<file path="src/rtl/led_level_pwm_pkg.sv">
// led_pkg
// Constants and types shared by the nibble-to-level decoder and the LED PWM
// brightness driver. Level codes are LEVEL_W bits wide; only LEVEL_MIN..LEVEL_MAX
// are meaningful brightness values, and the PWM period has PWM_PHASES steps.
package led_pkg;

   localparam int LEVEL_W    = 8;
   localparam int PWM_PHASES = 16;
   localparam int PHASE_W    = 4;

   // The active level must hold the value 16, so it is one bit wider than the phase.
   localparam int ACTIVE_W   = PHASE_W + 1;

   localparam logic [LEVEL_W-1:0] LEVEL_MIN = LEVEL_W'(1);
   localparam logic [LEVEL_W-1:0] LEVEL_MAX = LEVEL_W'(16);
   localparam logic [PHASE_W-1:0] PHASE_LAST = PHASE_W'(PWM_PHASES - 1);

   typedef logic [LEVEL_W-1:0]  level_t;
   typedef logic [PHASE_W-1:0]  phase_t;
   typedef logic [ACTIVE_W-1:0] active_t;

   // True when a decoder code is a usable brightness level.
   function automatic logic level_valid(input level_t code);
      return (code >= LEVEL_MIN) && (code <= LEVEL_MAX);
   endfunction

endpackage

</file>
<file path="src/rtl/led_level_pwm_if.sv">
// led_level_pwm_if
// Groups the level-code input, the error clear and the PWM-side outputs of the
// LED brightness driver.
//   level        : level code from the decoder (valid 1..16)
//   err_clr      : single-cycle clear for level_err
//   pwm_out      : registered PWM waveform
//   period_start : one-cycle pulse on the first cycle of each PWM period
//   level_err    : sticky invalid-code flag
// master drives level/err_clr (decoder or bench), slave is the PWM driver.
interface led_level_pwm_if;
   import led_pkg::*;

   level_t level;
   logic   err_clr;
   logic   pwm_out;
   logic   period_start;
   logic   level_err;

   modport master (
      output level,
      output err_clr,
      input  pwm_out,
      input  period_start,
      input  level_err
   );

   modport slave (
      input  level,
      input  err_clr,
      output pwm_out,
      output period_start,
      output level_err
   );

endinterface

</file>
<file path="src/rtl/led_level_pwm_prescaler.sv">
// pwm_prescaler
// Divides clk into PWM phase steps: tick is high on the last cycle of every
// PRESCALE-cycle step.
//   clk  : system clock
//   rst  : synchronous active-high reset
//   en   : counting enable; the counter holds while low
//   tick : high while the counter sits on its terminal value (PRESCALE-1)
module pwm_prescaler #(
   parameter int PRESCALE = 16
) (
   input  logic clk,
   input  logic rst,
   input  logic en,
   output logic tick
);

   // A PRESCALE of 1 still gets a 1-bit counter; it simply never leaves 0.
   localparam int PRE_W = (PRESCALE > 1) ? $clog2(PRESCALE) : 1;
   localparam logic [PRE_W-1:0] PRE_LAST = PRE_W'(PRESCALE - 1);

   logic [PRE_W-1:0] pre;

   assign tick = (pre == PRE_LAST);

   // Free-running modulo-PRESCALE counter, frozen at 0 until the driver has
   // loaded its first level so the first period starts cleanly aligned.
   always_ff @(posedge clk) begin
      if (rst) begin
         pre <= '0;
      end else if (en) begin
         if (tick) begin
            pre <= '0;
         end else begin
            pre <= pre + 1'b1;
         end
      end
   end

endmodule

</file>
<file path="src/rtl/led_level_pwm.sv">
// led_level_pwm
// LED brightness driver: turns a decoder level code (1..16) into a 16-step PWM
// waveform. New codes are only taken at period boundaries so the waveform never
// glitches mid-period; invalid codes leave the current level in place and set
// a sticky error flag.
//   PRESCALE : clk cycles per PWM phase step (>= 1)
//   clk      : system clock
//   rst      : synchronous active-high reset
//   bus      : led_level_pwm_if slave (level, err_clr in; pwm_out,
//              period_start, level_err out, all outputs registered)
module led_level_pwm
   import led_pkg::*;
#(
   parameter int PRESCALE = 16
) (
   input  logic            clk,
   input  logic            rst,
   led_level_pwm_if.slave  bus
);

   phase_t  phase;
   phase_t  phase_next;
   active_t active;
   active_t active_next;
   logic    loaded;
   logic    tick;
   logic    load_now;
   logic    level_ok;

   pwm_prescaler #(
      .PRESCALE (PRESCALE)
   ) u_prescaler (
      .clk  (clk),
      .rst  (rst),
      .en   (loaded),
      .tick (tick)
   );

   assign level_ok = level_valid(bus.level);

   // A load happens on the first edge out of reset and then on the last
   // cycle of every period, which makes the following cycle a period start.
   assign load_now = !loaded || (tick && (phase == PHASE_LAST));

   // Post-edge phase and level; the output compare uses these so pwm_out
   // lines up with the phase register rather than lagging it by a cycle.
   always_comb begin
      phase_next  = phase;
      active_next = active;
      if (loaded && tick) begin
         phase_next = phase + 1'b1;
      end
      if (load_now && level_ok) begin
         active_next = bus.level[ACTIVE_W-1:0];
      end
   end

   // Main state update. The error flag gives an invalid load priority over a
   // simultaneous clear so an error can never be silently lost.
   always_ff @(posedge clk) begin
      if (rst) begin
         phase            <= '0;
         active           <= '0;
         loaded           <= 1'b0;
         bus.pwm_out      <= 1'b0;
         bus.period_start <= 1'b0;
         bus.level_err    <= 1'b0;
      end else begin
         loaded           <= 1'b1;
         phase            <= phase_next;
         active           <= active_next;
         bus.pwm_out      <= ({1'b0, phase_next} < active_next);
         bus.period_start <= load_now;
         if (load_now && !level_ok) begin
            bus.level_err <= 1'b1;
         end else if (bus.err_clr) begin
            bus.level_err <= 1'b0;
         end
      end
   end

endmodule

</file>
<file path="src/flat_wrapper.sv">
// flat-port wrapper written by rule: the top's interface ports become plain ports
module led_level_pwm_flat import led_pkg::*;
#(
   parameter int PRESCALE = 16
)
  (clk, rst, bus_level, bus_err_clr, bus_pwm_out, bus_period_start, bus_level_err);
  led_level_pwm_if bus_i ();
  input  logic clk;
  input  logic rst;
  input wire logic [$bits(bus_i.level)-1:0] bus_level;
  input wire logic [$bits(bus_i.err_clr)-1:0] bus_err_clr;
  output wire logic [$bits(bus_i.pwm_out)-1:0] bus_pwm_out;
  output wire logic [$bits(bus_i.period_start)-1:0] bus_period_start;
  output wire logic [$bits(bus_i.level_err)-1:0] bus_level_err;
  assign bus_i.level = bus_level;
  assign bus_i.err_clr = bus_err_clr;
  assign bus_pwm_out = bus_i.pwm_out;
  assign bus_period_start = bus_i.period_start;
  assign bus_level_err = bus_i.level_err;
  led_level_pwm #(.PRESCALE(PRESCALE)) u_core (.clk(clk), .rst(rst), .bus(bus_i));
endmodule
</file>
<file path="config.mk">
export PLATFORM = sky130hd
export DESIGN_NAME = led_level_pwm_flat
export DESIGN_NICKNAME = d
export VERILOG_FILES = /design/src/rtl/led_level_pwm_pkg.sv /design/src/rtl/led_level_pwm_if.sv /design/src/rtl/led_level_pwm_prescaler.sv /design/src/rtl/led_level_pwm.sv /design/src/flat_wrapper.sv
export SDC_FILE = /design/constraint.sdc
export NUM_CORES = 1
export LEC_CHECK = 0
export ABC_CLOCK_PERIOD_IN_PS = 2300
export BUFFER_PORTS_ARGS = -buffer_cell sky130_fd_sc_hd__buf_2
export CAP_MARGIN = 20
export CORE_UTILIZATION = 47
export CTS_BUF_LIST = sky130_fd_sc_hd__clkbuf_16
export DETAILED_ROUTE_END_ITERATION = 8
export PLACE_DENSITY = 0.71
export SKIP_LAST_GASP = 1
export SYNTH_ARGS = -nofsm -noshare
export SYNTH_HDL_FRONTEND = slang
export SYNTH_HIERARCHICAL = 1
export SYNTH_SLANG_ARGS = --single-unit
</file>
<file path="constraint.sdc">
create_clock -name clk -period 2.3 [get_ports clk]
set_input_delay 0.23 -clock clk [delete_from_list [all_inputs] [get_ports clk]]
set_output_delay 0.23 -clock clk [all_outputs]
set_load 0.02 [all_outputs]
</file>
# Yosys cells after proc, flatten, opt, wreduce, memory -nomap -nowiden

Cells that the tools add are included.

Logic and storage cells: 29
Output and inout bits: 3
Bits of input ports: 11
Register bits after elaboration: 17

Reductions and logical operators: 9
$add $sub $neg: 2
Mux-type cells: 6
Eq/ne operators: 2
Magnitude comparators: 3

Operators by type and width:

| kind                                                                             | number |
|---|---|
| 4-bit by 1-bit adder with 4-bit output, second input constant                    | 2 |
| 4-bit equality test, second input constant                                       | 2 |
| 8-bit by 1-bit >= comparator with 1-bit output, second input constant            | 1 |
| 8-bit by 5-bit less-or-equal comparator with 1-bit output, second input constant | 1 |
| 4-bit two-way mux                                                                | 2 |
| 1-bit logical AND                                                                | 5 |
| 4-bit by 5-bit < comparator with 1-bit output                                    | 1 |
| 5-bit two-way mux                                                                | 1 |
| 1-bit two-way mux                                                                | 3 |
| 1-bit zero test                                                                  | 2 |
| 2-bit nonzero test                                                               | 1 |
| 1-bit logical OR                                                                 | 1 |

# Longest topological paths before layout

Gate-level depths: netlist of run 1.

Word-level depth: 6
Depth in mapped cells: 10
Depth with buffers taken out: 10

# Hierarchy

Netlist of run 1, hierarchy kept.

By module, submodules not included:

| module        | sequential area each (um2) | cells an instance | area each (um2) | times used |
|---|---|---|---|---|
| led_level_pwm | 260.2                      | 61                | 628.1           | 1 |
| pwm_prescaler | 80.1                       | 20                | 186.4           | 1 |

# Worst setup path before layout of run 1

OpenSTA, ideal clock, no wires.

Path type: register -> register
Start: register u_core.u_prescaler.pre[0]
End: register u_core.bus.pwm_out
Setup slack: -80 ps
Stages on the path, launching flop included: 11
Required time: 2,240 ps
Setup time: 60 ps
Path buffers: 0
Period minus slack after synthesis: 2,380 ps
Data arrival time: 2,320 ps
Path through: dfxtp_1 > ha_1 > and3_4 > nand4_2 > a21oi_4 > nand2_4 > mux2i_1 > ha_1 > a21o_1 > a2111oi_0 > a221o_1

Word-level cells in the longest chain between the ends: 6
Elaborated cells on any way between the ends: 8
Those cells by class: 1 x order compare; 1 x eq/ne; 2 x mux; 4 x reduce/logical

RTL lines:

| item                                            | line                          | source |
|---|---|---|
| from (decl)                                     | led_level_pwm_prescaler.sv:21 | `logic [PRE_W-1:0] pre;` |
| from (signal assigned)                          | led_level_pwm_prescaler.sv:34 | `pre <= pre + 1'b1;` |
| 4-bit equality test *                           | led_level_pwm_prescaler.sv:23 | `assign tick = (pre == PRE_LAST);` |
| named net u_core.tick                           | led_level_pwm.sv:26           | `logic tick;` |
| 1-bit logical AND                               | led_level_pwm.sv:43           | `assign load_now = !loaded \|\| (tick && (phase == PHASE_LAST));` |
| 1-bit logical OR                                | led_level_pwm.sv:43           |  |
| 1-bit logical AND                               | led_level_pwm.sv:53           | `if (load_now && level_ok) begin` |
| 5-bit two-way mux                               | led_level_pwm.sv:53           |  |
| 4-bit by 5-bit < comparator with 1-bit output * | led_level_pwm.sv:72           | `bus.pwm_out <= ({1'b0, phase_next} < active_next);` |
| to (signal assigned)                            | led_level_pwm.sv:72           |  |
| to (decl)                                       | led_level_pwm_if.sv:30        | `output pwm_out,` |

Mark *: on every way through the listed nets, which the timed path passes. The rest lies on a longest branch.
A chain may end at the register's enable or synchronous reset.

# Final worst setup path of run 1

Ends and elaborated chain as after synthesis.

==> implementation parameters, run 1 <==
Parameter                              Value

Status
  Result of the run ... finished, violations left
  Failing checks ... negative setup slack

Floorplan
  Die outline width ... 43.6 um
  Die boundary height ... between 40 and 50 um
  Initial core utilization ... 0.522
  Floorplan core area ... between 1500 and 2000 um^2
  Number of placement rows ... 14
  Overall die area ... between 1500 and 2000 um^2
  Number of top-level design ports ... 14

Setup path
  Required time of the worst setup path ... 2.50 ns
  Critical path depth in cells ... 11
  Top fanout value on the critical path ... 3
  Launch point of the critical path ... u_core/u_prescaler/pre[0]
  Top delay family on crit path ... compound AO/OA/AOI/OAI gates
  Crit start category ... register
  Delay contributed by the slowest stage of the critical path ... 0.35 ns
  Worst R2R Start ... u_core/u_prescaler/pre[0]
  Termination of the worst setup path ... u_core/bus.pwm_out
  Type of the setup path with the least slack ... reg -> reg
  Chain of cells forming the critical path ... ha_4, and3_4, nand4_4, a21oi_4, nand2_4, buf_6, mux2i_2, ha_2, a21o_1, a2111oi_4, a221o_1
  Slowest CP cell ... dfxtp_2
  CP arrival ... 2.53 ns
  Endpoint of the most critical register-to-register path ... u_core/bus.pwm_out
  Reg-to-reg setup timing slack ... -0.03 ns
  Crit end category ... register
  Number of buffer and inverter stages on the critical path ... 1
  Length in cells of the worst reg-to-reg path ... 11

Routing
  Final WL ... about 1.8 mm
  Number of vias per cell after detailed routing ... 5.47
  1st-iter DRT viols ... 7
  Average detailed-routed wire length per instance ... 15.2 um
  DRC ... 0
  Overall via count from detail_route ... roughly 660
  Detail Route Antenna Nets ... 0
  First-pass iteration count of the detailed router ... 4

Run
  Number of max-cap violations ... 0

Synthesis
  Number of library cell types mapped by synthesis ... 33
  Largest area contributor in the netlist ... dfxtp_1
  Number of enable flip-flop cells after synthesis ... 0
  Number of flip-flops and latches in the synthesized netlist ... 17
  Netlist area before placement ... roughly 810 um^2
  Top cell type's share of synthesized area ... 0.418
  Mean post-synth cell area ... roughly 10 um^2
  Most common cell in the synthesized netlist ... dfxtp_1
  Ranking of synthesized cells by area ... dfxtp_1, ha_1, mux2i_1
  Most used standard cells in the synthesized netlist ... dfxtp_1, nor2_1, and2_1
  Instance count of the mapped netlist ... 81
  Post-synth net total ... 97
  Number of warnings reported in the yosys synthesis log ... 6
  Top_reg_cell synth ... dfxtp_1
  Sequential area share after synthesis ... 0.418
  FFs w/ async S/R, synth ... 0

STA
  Max-Slew Margin vs Limit ... 0.727
  Peak Freq ... approximately 430 MHz
  Final period utilization ... 1.01
  Transition time at the pin with the least slew margin ... 0.406 ns
  RSZ-0062 raised after global routing ... true
  Finish-stage setup viols ... 1
  Final Max Tran Viols ... 0
  Time the worst path needs with I/O delays and setup ... 2.33 ns
  Count of final hold-check violations ... 0
  Setup WS post-layout ... -0.0312 ns
  Final clock skew ... 0.00234 ns

Clock network
  Maximum root-to-sink buffer count ... 2
  Cell at the root of the clock tree ... clkbuf_16
  CTS Buf Count ... 3
  Clock latency reported for the late side of the worst-skew pair ... 0.25 ns
  Deepest level of the CTS H-tree ... 1
  Clock tree from TritonCTS ... built
  Clock-pin slew on the worst setup and hold paths ... 0.05 ns
  Total clock sinks ... 17

Final layout
  Area added between synthesis and finish ... 37.0%
  Storage element area ... 343 um^2
  Final cell count without fillers ... 121
  Multi-input logic area ... around 530 um^2
  Finished Core Util ... 0.716
  Net count reported at finish ... 122
  Share of final-layout standard cells stronger than drive strength 1 ... 0.390
  Diodes inserted ... 0
  Count of fill cells added during filler insertion ... 112

Global route
  Number of antenna violations at the first check in global routing ... 0
  Sum of overflow across all layers after global routing ... 0
  Global-route wire length before repair ... 2.70 mm
  Global-route usage over all layers ... 0.203
  Vias in the first global route ... 620
  Maximum number of pins on one net before global-route repair ... 14

Placement
  GP Congestion ... between 0.7 and 0.8
  Count of buffers from port buffering ... 13
  Total placed cells including tap cells ... about 110
  Placed wire-length estimate after detailed placement ... 1.19 mm

Worst hold path
  Worst min path class ... in -> reg

Power
  P per Cell Area ... 646 nW/um^2
  Leakage power summed over all cells ... 0.000500 uW
  Worst IR Drop VDD ... 516 uV
-- sequential cells by signal, indices dropped and copies added, names as in the netlist --
signal                   count
u_core/bus.period_start      1
u_core/bus.pwm_out           1
u_core/active                5
u_core/loaded                1
u_core/bus.level_err         1
u_core/u_prescaler/pre       4
u_core/phase                 4
-- cells by family (layout without fill, tap and decap cells) --
kind of cell,Yosys count,count (layout),synth area share
DFF,17,17,0.418
and+or+nand+nor,30,30,0.226
muxes,6,6,0.0814
xor gates and xnor gates,5,5,0.0538
AOI/OAI and AO/OA,14,14,0.126
adders and majority gates,5,5,0.0768
buffers and inverters,4,28,0.0184
-- metrics by stage --
step / TNS, ns / hold slack (ns) / instance area [um^2] / worst slack (ns) / power [uW]
finish: -0.0312 / 0.279 / 1120 / -0.0312 / 721
global route: -0.107 / 0.296 / 1120 / -0.107 / 744
CTS: -0.0232 / 0.273 / 1070 / -0.0232 / 720
detailed placement: -0.0866 / 0.481 / 943 / -0.0866 / 373
global placement: 0 / 0.464 / 943 / 0.0152 / 372
floorplan: 0 / 0.285 / 825 / 0.00183 / 346
-- tightest hold or removal path: cells and delay by family --
kind                   cells  cell delay (ns)
buffers and inverters      2             0.13
AND/OR/NAND/NOR            1             0.07
AO/OA/AOI/OAI              1             0.05
-- timing repair --
| item | CTS | global route |
|---|---|---|
| setup buffers | 3 | 0 |
| hold buffers | 0 | 0 |
| endpoints found under the setup margin | 1 | 1 |
| pin swaps | 7 | 5 |
| gates resized for setup | 4 | 7 |
-- cells in the final DEF, fill, tap and decap left out, types with 2 or more instances in the layout --
master and instances:
a21oi_1 5, and2_1 6, buf_2 13, buf_4 7
clkbuf_16 3, dfxtp_1 15, dfxtp_2 2, ha_1 2
ha_4 2, inv_1 4, mux2i_2 2, nand2_1 5
nand3_1 2, nor2_1 7, xnor2_1 4
-- cell type report --
| type | instances | area share |
|---|---|---|
| Clock buffer | 3 | 0.0673 |
| Clock inverter | 1 | 0.00336 |
| Inverter | 3 | 0.0101 |
| Multi-Input combinational cell | 60 | 0.479 |
| Sequential cell | 17 | 0.307 |
| Tap cell | 16 | 0.0179 |
| Timing Repair Buffer | 21 | 0.115 |
-- routing by layer --
metal,vias up,track usage,routed length (um)
li1,332,-,-
met1,315,0.243,830
met2,10,0.331,928
met3,5,0.0375,47
met4,0,0.131,39
met5,-,0,0
-- power breakdown --
group	internal [uW]	switching [uW]
Sequential	304	7.31
Combinational	31.5	33.5
Clock	231	115
-- how the worst min path moves through the flow --
stage	start	cells past startpoint	slack (ns)	endpoint
2_1_floorplan	rst	1	0.29	u_core/u_prescaler/pre[0]
3_5_place_dp	u_core/bus.level_err	2	0.48	u_core/bus.level_err
3_3_place_gp	u_core/bus.level_err	2	0.46	u_core/bus.level_err
6_report	bus_err_clr	4	0.28	u_core/bus.level_err
4_1_cts	bus_err_clr	4	0.27	u_core/bus.level_err
5_1_grt	bus_level[4]	3	0.30	u_core/active[4]
Note: power is estimated with default switching activity, not from simulation.
==> run 2, diff against run 1 <==
--- a/config.mk
+++ b/config.mk
@@ -7,11 +7,12 @@
 export LEC_CHECK = 0
 export ABC_CLOCK_PERIOD_IN_PS = 2300
 export BUFFER_PORTS_ARGS = -buffer_cell sky130_fd_sc_hd__buf_2
-export CAP_MARGIN = 20
+export CORE_MARGIN = 8
 export CORE_UTILIZATION = 47
 export CTS_BUF_LIST = sky130_fd_sc_hd__clkbuf_16
 export DETAILED_ROUTE_END_ITERATION = 8
 export PLACE_DENSITY = 0.71
+export RECOVER_POWER = 50
 export SKIP_LAST_GASP = 1
 export SYNTH_ARGS = -nofsm -noshare
 export SYNTH_HDL_FRONTEND = slang
==> run 2 against run 1 <==
Compared with the run above: the run now ends clean; maximum frequency up 1.8%; clock-buffer cell count stayed put; global-route usage decreased by 8.3 points; setup slack better by 0.042 ns; non-clock buffer count grew 2; critical path type unchanged.
==> implementation parameters, run 2 (synthesized netlist as in run 1, its figures left out) <==
Parameter                              Value

Status
  Result of the run ... finished clean

STA
  Max-Slew Margin vs Limit ... 0.732
  Final Max Tran Viols ... 0
  Final clock skew ... 0.00323 ns
  RSZ-0062 raised after global routing ... true
  Time the worst path needs with I/O delays and setup ... 2.29 ns
  Count of final hold-check violations ... 0
  Peak Freq ... 437 MHz
  Final period utilization ... 0.995
  Finish-stage setup viols ... 0
  Transition time at the pin with the least slew margin ... 0.399 ns

Worst hold path
  Worst min path class ... in -> reg
  Startpoint of the most critical hold path ... bus_err_clr
  Capture endpoint of the worst hold path ... u_core/bus.level_err
  Instance count along the most critical hold path ... 4

Setup path
  Endpoint of the most critical register-to-register path ... u_core/bus.pwm_out
  Required time of the worst setup path ... between 2 and 3 ns
  Type of the setup path with the least slack ... reg -> reg
  Chain of cells forming the critical path ... ha_4, and3_4, nand4_4, a21oi_4, nand2_4, mux2i_4, ha_4, a21o_1, a2111oi_2, a221o_1
  Length in cells of the worst reg-to-reg path ... 10
  Crit start category ... register
  CP arrival ... between 2 and 2.5 ns
  Top fanout value on the critical path ... 4
  Crit end category ... register
  Number of buffer and inverter stages on the critical path ... 0
  Top delay family on crit path ... compound AO/OA/AOI/OAI gates
  Worst R2R Start ... u_core/u_prescaler/pre[1]
  Reg-to-reg setup timing slack ... 0.01 ns
  Launch point of the critical path ... u_core/u_prescaler/pre[1]
  Most numerous cell on the critical path ... ha_4
  Slowest CP cell ... dfxtp_2
  Delay contributed by the slowest stage of the critical path ... 0.35 ns

Final layout
  Count of fill cells added during filler insertion ... 124
  Final instance area ... 1110 um^2
  Largest registers ranked by flip-flop count ... u_core/active: 5 flops, u_core/phase: 4 flops, u_core/u_prescaler/pre: 4 flops
  Area added between synthesis and finish ... 35.8%
  Most used cells in the layout excluding fill and tap cells ... dfxtp_1, buf_2, buf_4
  Net count reported at finish ... approximately 120
  Final cell count without fillers ... 124
  Finished Core Util ... 0.662
  Number of flip-flops under the largest register name ... 5
  Diodes inserted ... 0
  Share of final-layout standard cells stronger than drive strength 1 ... 0.355
  Most frequent standard cell in the layout excluding fill and tap cells ... dfxtp_1
  Largest Register ... u_core/active

Placement
  Count of buffers from port buffering ... 13
  GP Congestion ... between 0.8 and 0.9
  Dpl cell area ... 952 um^2
  Total placed cells including tap cells ... 116
  Placed wire-length estimate after detailed placement ... 1.30 mm

Global route
  Global-route wire length before repair ... between 2 and 3 mm
  Global-route usage over all layers ... 0.120
  Maximum number of pins on one net before global-route repair ... 14
  Number of antenna violations at the first check in global routing ... 0
  Vias in the first global route ... 693
  Sum of overflow across all layers after global routing ... 0

Routing
  Final WL ... 1.86 mm
  Detail Route Antenna Nets ... 0
  Overall via count from detail_route ... 673
  1st-iter DRT viols ... 14
  DRC ... 0
  First-pass iteration count of the detailed router ... 5
  Average detailed-routed wire length per instance ... 15.0 um
  Number of vias per cell after detailed routing ... 5.43

Clock network
  Clock latency reported for the late side of the worst-skew pair ... 0.25 ns
  Total clock sinks ... 17
  Cell at the root of the clock tree ... clkbuf_16
  Number of buffers inserted for hold repair after clock tree synthesis ... 0
  Maximum root-to-sink buffer count ... 2
  Deepest level of the CTS H-tree ... 1
  CTS Buf Count ... 3
  Clock-pin slew on the worst setup and hold paths ... 0.05 ns
  Clock tree from TritonCTS ... built

Power
  Leakage power summed over all cells ... 0.000494 uW
  P per Cell Area ... about 660 nW/um^2
  Combinational share of power ... 0.083
  Flop pwr share ... 0.425
  Clock network fraction of total power ... 0.491
  Total net switching power ... between 150 and 200 uW
  Sw frac ... 0.222
  Worst IR Drop VDD ... 578 uV
  Internal ... 568 uW

Floorplan
  Number of top-level design ports ... 14
  Overall die area ... 3320 um^2
  Number of placement rows ... 15
  Die boundary height ... roughly 58 um
  Initial core utilization ... 0.488
  Die outline width ... 57.6 um
  Floorplan core area ... 1670 um^2

Run
  Number of max-cap violations ... 0
[run 2: cell count changes in the layout (fill, tap and decap cells not counted), sizes merged]
cell,previous run,this run
clkinvlp,0,1
clkbuf,3,6
buf,21,20
inv,4,3
[run 2: power by group through the flow]
stage	Sequential, uW	Combinational, uW	Clock [uW]
5_1_grt	312	67.9	372
4_1_cts	310	61.1	362
6_report	311	60.9	359
2_1_floorplan	319	27.2	0
3_5_place_dp	315	57.1	0
3_3_place_gp	315	55.5	0
[run 2: through the flow]
| step | setup TNS, ns | total power [uW] | hold slack, ns | setup WS, ns |
|---|---|---|---|---|
| floorplan | 0 | 346 | 0.285 | 0.00183 |
| global placement | -0.0196 | 370 | 0.464 | -0.0196 |
| detailed placement | -0.106 | 372 | 0.469 | -0.106 |
| CTS | -0.0264 | 733 | 0.275 | -0.0264 |
| global route | -0.0778 | 751 | 0.307 | -0.0778 |
| finish | 0 | 730 | 0.276 | 0.0111 |
[run 2: final cells by class]
type,instances,area (um^2),area share
multi-input combinational,60,512,0.463
tap,17,21.3,0.0192
inverter,3,11.3,0.0102
sequential,17,343,0.310
timing repair buffer,23,136,0.123
clock inverter,1,7.51,0.00679
clock buffer,3,75.1,0.0679
[run 2: worst max-delay path by stage]
stage	end	slack (ns)	cells past startpoint
floorplan	u_core/bus.pwm_out	0.002	10
global placement	u_core/bus.pwm_out	-0.02	9
detailed placement	u_core/bus.pwm_out	-0.11	10
CTS	u_core/bus.pwm_out	-0.03	10
global route	u_core/bus.pwm_out	-0.08	10
finish	u_core/bus.pwm_out	0.01	10
[run 2: timing repair]
action                                  CTS  global route
pin swaps                                 6             4
gates resized for setup                   5             2
endpoints found under the setup margin    1             1
setup buffers                             3             1
[run 2: worst min-delay path: cells and delay by family]
kind,cells,cell delay (ns)
compound gates,1,0.06
simple gates,1,0.07
buf+inv,2,0.13
[run 2: layer usage]
| layer | GRT usage | wire length (um) | vias to the layer above |
|---|---|---|---|
| li1 | - | - | 342 |
| met1 | 0.112 | 677 | 304 |
| met2 | 0.217 | 1040 | 20 |
| met3 | 0.0486 | 101 | 7 |
| met4 | 0.0679 | 41 | 0 |
| met5 | 0 | 0 | - |
==> run 3, diff against run 2 <==
--- a/config.mk
+++ b/config.mk
@@ -5,13 +5,14 @@
 export SDC_FILE = /design/constraint.sdc
 export NUM_CORES = 1
 export LEC_CHECK = 0
+export ABC_AREA = 1
 export ABC_CLOCK_PERIOD_IN_PS = 2300
 export BUFFER_PORTS_ARGS = -buffer_cell sky130_fd_sc_hd__buf_2
 export CORE_MARGIN = 8
-export CORE_UTILIZATION = 47
+export CORE_UTILIZATION = 48
 export CTS_BUF_LIST = sky130_fd_sc_hd__clkbuf_16
 export DETAILED_ROUTE_END_ITERATION = 8
-export PLACE_DENSITY = 0.71
+export PLACE_DENSITY = 0.72
 export RECOVER_POWER = 50
 export SKIP_LAST_GASP = 1
 export SYNTH_ARGS = -nofsm -noshare
==> run 3 against run 2 <==
Compared with the run above: clock-buffer cell count stayed put; area after synthesis is 6.6% higher; final cell count is 25% higher; sequential power hardly changed; die area is 3.1% higher; worst hold slack better by 0.015 ns; register-to-register slack better by 0.18 ns; utilization is 3.9 points lower; via count is 7.9% higher; clock skew is 0.00086 ns higher; combinational power is 7.2% lower; synthesized cell count is 40% higher.
==> implementation parameters, run 3 <==
Parameter                              Value

Routing
  Average detailed-routed wire length per instance ... 10.9 um
  First-pass iteration count of the detailed router ... 4
  1st-iter DRT viols ... 7
  Detail Route Antenna Nets ... 0
  Number of vias per cell after detailed routing ... about 4.7
  Overall via count from detail_route ... roughly 730
  DRC ... 0
  Final WL ... 1.69 mm

STA
  Setup WS post-layout ... between 0.15 and 0.2 ns
  Final clock skew ... 0.00409 ns
  Time the worst path needs with I/O delays and setup ... approximately 2.1 ns
  Fin Setup TNS ... 0 ns
  Count of final hold-check violations ... 0
  Final Max Tran Viols ... 0
  Peak Freq ... 475 MHz
  Transition time at the pin with the least slew margin ... 0.304 ns
  Smallest hold slack ... 0.291 ns
  Finish-stage setup viols ... 0
  Final period utilization ... 0.916
  Max-Slew Margin vs Limit ... 0.797
  RSZ-0062 raised after global routing ... false

Global route
  Maximum number of pins on one net before global-route repair ... 13
  Global-route usage over all layers ... 0.112
  Global-route wire length before repair ... 2.98 mm
  Sum of overflow across all layers after global routing ... 0
  Vias in the first global route ... between 700 and 800
  Number of antenna violations at the first check in global routing ... 0

Placement
  GP Congestion ... 0.763
  Count of buffers from port buffering ... 13
  Post-Place Worst Slack ... 0.172 ns
  Placed wire-length estimate after detailed placement ... ~1.3 mm

Final layout
  Largest registers ranked by flip-flop count ... u_core/active: 5 flops, u_core/phase: 4 flops, u_core/u_prescaler/pre: 4 flops
  Area added between synthesis and finish ... 22.5%
  Diodes inserted ... 0
  Net count reported at finish ... 147
  Most frequent standard cell in the layout excluding fill and tap cells ... nand2_1
  Number of flip-flops under the largest register name ... 5
  Share of final-layout standard cells stronger than drive strength 1 ... 0.231
  Largest Register ... u_core/active
  Most used cells in the layout excluding fill and tap cells ... nand2_1, nor2_1, inv_1

Floorplan
  Overall die area ... 3430 um^2
  Floorplan core area ... 1710 um^2
  Die outline width ... 58.5 um
  Number of top-level design ports ... 14
  Die boundary height ... slightly below 60 um
  Initial core utilization ... 0.508
  Number of placement rows ... 15

Worst hold path
  Worst min path class ... in -> reg

Synthesis
  Post-synth net total ... 129
  Number of flip-flops and latches in the synthesized netlist ... 17
  Sequential area share after synthesis ... 0.392
  Instance count of the mapped netlist ... 113
  FFs w/ async S/R, synth ... 0
  Ranking of synthesized cells by area ... dfxtp_1, nand2_1, nor2_1
  Largest area contributor in the netlist ... dfxtp_1
  Top_reg_cell synth ... dfxtp_1
  Number of warnings reported in the yosys synthesis log ... 6
  Most common cell in the synthesized netlist ... nand2_1
  Mean post-synth cell area ... between 7 and 8 um^2
  Most used standard cells in the synthesized netlist ... nand2_1, nor2_1, dfxtp_1, inv_1, nand3_1
  Number of library cell types mapped by synthesis ... 22
  Number of enable flip-flop cells after synthesis ... 0
  Netlist area before placement ... 868 um^2
  Top cell type's share of synthesized area ... 0.392

Setup path
  Most numerous cell on the critical path ... nand3_1
  Top fanout value on the critical path ... 5
  CP arrival ... around 2.3 ns
  Number of buffer and inverter stages on the critical path ... 1
  Slowest CP cell ... dfxtp_4
  Top delay family on crit path ... simple AND/OR/NAND/NOR gates
  Crit start category ... register
  Type of the setup path with the least slack ... reg -> reg
  Chain of cells forming the critical path ... ha_4, nand3_1, inv_1, nand2_1, o21ai_4, nand4_4, mux2i_2, ha_1, a21o_1, nand4_1, nand3_1, nor2_1
  Required time of the worst setup path ... 2.48 ns
  Crit end category ... register
  Delay contributed by the slowest stage of the critical path ... 0.36 ns

Power
  Clock network fraction of total power ... 0.480
  P per Cell Area ... 667 nW/um^2
  Total net switching power ... 150 uW
  Flop pwr share ... 0.440
  Combinational share of power ... 0.080
  Internal ... between 500 and 600 uW
  Overall power after layout ... about 710 uW
  Worst IR Drop VDD ... 664 uV
  Sw frac ... 0.211
  Leakage power summed over all cells ... 0.000530 uW

Clock network
  Clock-pin slew on the worst setup and hold paths ... approximately 0.050 ns
  Maximum root-to-sink buffer count ... 2
  Cell at the root of the clock tree ... clkbuf_16
  Clock latency reported for the late side of the worst-skew pair ... 0.25 ns
  Clock tree from TritonCTS ... built
  Total clock sinks ... 17
  CTS Buf Count ... 3
  Deepest level of the CTS H-tree ... 1

Status
  Result of the run ... finished clean

Run
  Number of max-cap violations ... 0
==> run 3: cell types whose count changed after synthesis, sizes merged, moves of 3 or more <==
cell | before | now
and2 | 6 | 0
nor2 | 7 | 20
nand2 | 6 | 24
xnor2 | 4 | 0
nand3 | 2 | 6
inv | 3 | 19
a21oi | 7 | 4
==> run 3: logic make-up after synthesis <==
family                     Yosys count  share of synthesized area
and+or+nand+nor                     56                      0.317
buffers and inverters               21                     0.0908
DFF                                 17                      0.392
AOI/OAI and AO/OA                    9                     0.0735
adders and majority gates            5                     0.0720
muxes                                3                     0.0346
xor gates and xnor gates             2                     0.0202
==> run 3: what timing repair did <==
| item | CTS | global route |
|---|---|---|
| setup endpoints to repair | 0 | 1 |
| gates resized for setup | 0 | 6 |
| setup buffers | 0 | 1 |
| hold buffers | 0 | 0 |
==> run 3: per-stage QoR <==
stage / instances / instance area, um^2 / util
floorplan: 113 / 868 / -
global placement: 150 / 961 / 0.563
detailed placement: 150 / 961 / 0.563
CTS: 154 / 1040 / 0.610
global route: 155 / 1060 / 0.623
finish: 155 / 1060 / 0.623
==> run 3: power by group through the flow <==
stage / Combinational, uW / Sequential [uW] / Clock [uW]
2_1_floorplan: 30.3 / 320 / 0
3_3_place_gp: 53.7 / 317 / 0
5_1_grt: 63.8 / 313 / 369
4_1_cts: 55.1 / 311 / 350
3_5_place_dp: 54.8 / 317 / 0
6_report: 56.5 / 313 / 341
==> run 3: cell type report <==
type,count,area [um^2]
flip-flops and latches,17,345
inverters,20,75.1
clock buffers,3,75.1
fillers,165,644
clock inverters,1,5.00
well taps,25,31.3
repair buffers,14,68.8
multi-input cells,75,463
==> run 3: path summary, 6_finish.rpt <==
kind / from / end / slack [ns] / cells after the start
setup / recovery: u_core/u_prescaler/pre[0] / u_core/bus.pwm_out / 0.19 / 12
hold reg to reg: u_core/bus.level_err / u_core/bus.level_err / 0.50 / 1
setup reg to reg: u_core/u_prescaler/pre[0] / u_core/bus.pwm_out / 0.19 / 12
hold / removal: bus_level[2] / u_core/active[2] / 0.29 / 3
==> run 3: per-layer routing <==
metal  GRT usage  vias to the layer above  part of all wire
li1            -                      389                 -
met1       0.119                      326              0.47
met2       0.191                        9              0.48
met3      0.0478                        2             0.043
met4      0.0420                        0            0.0053
met5           0                        -                 0
==> run 3: tightest hold or removal path: stages <==
cell     delay, ns
buf_2         0.10
mux2i_2       0.07
nor2_1        0.09
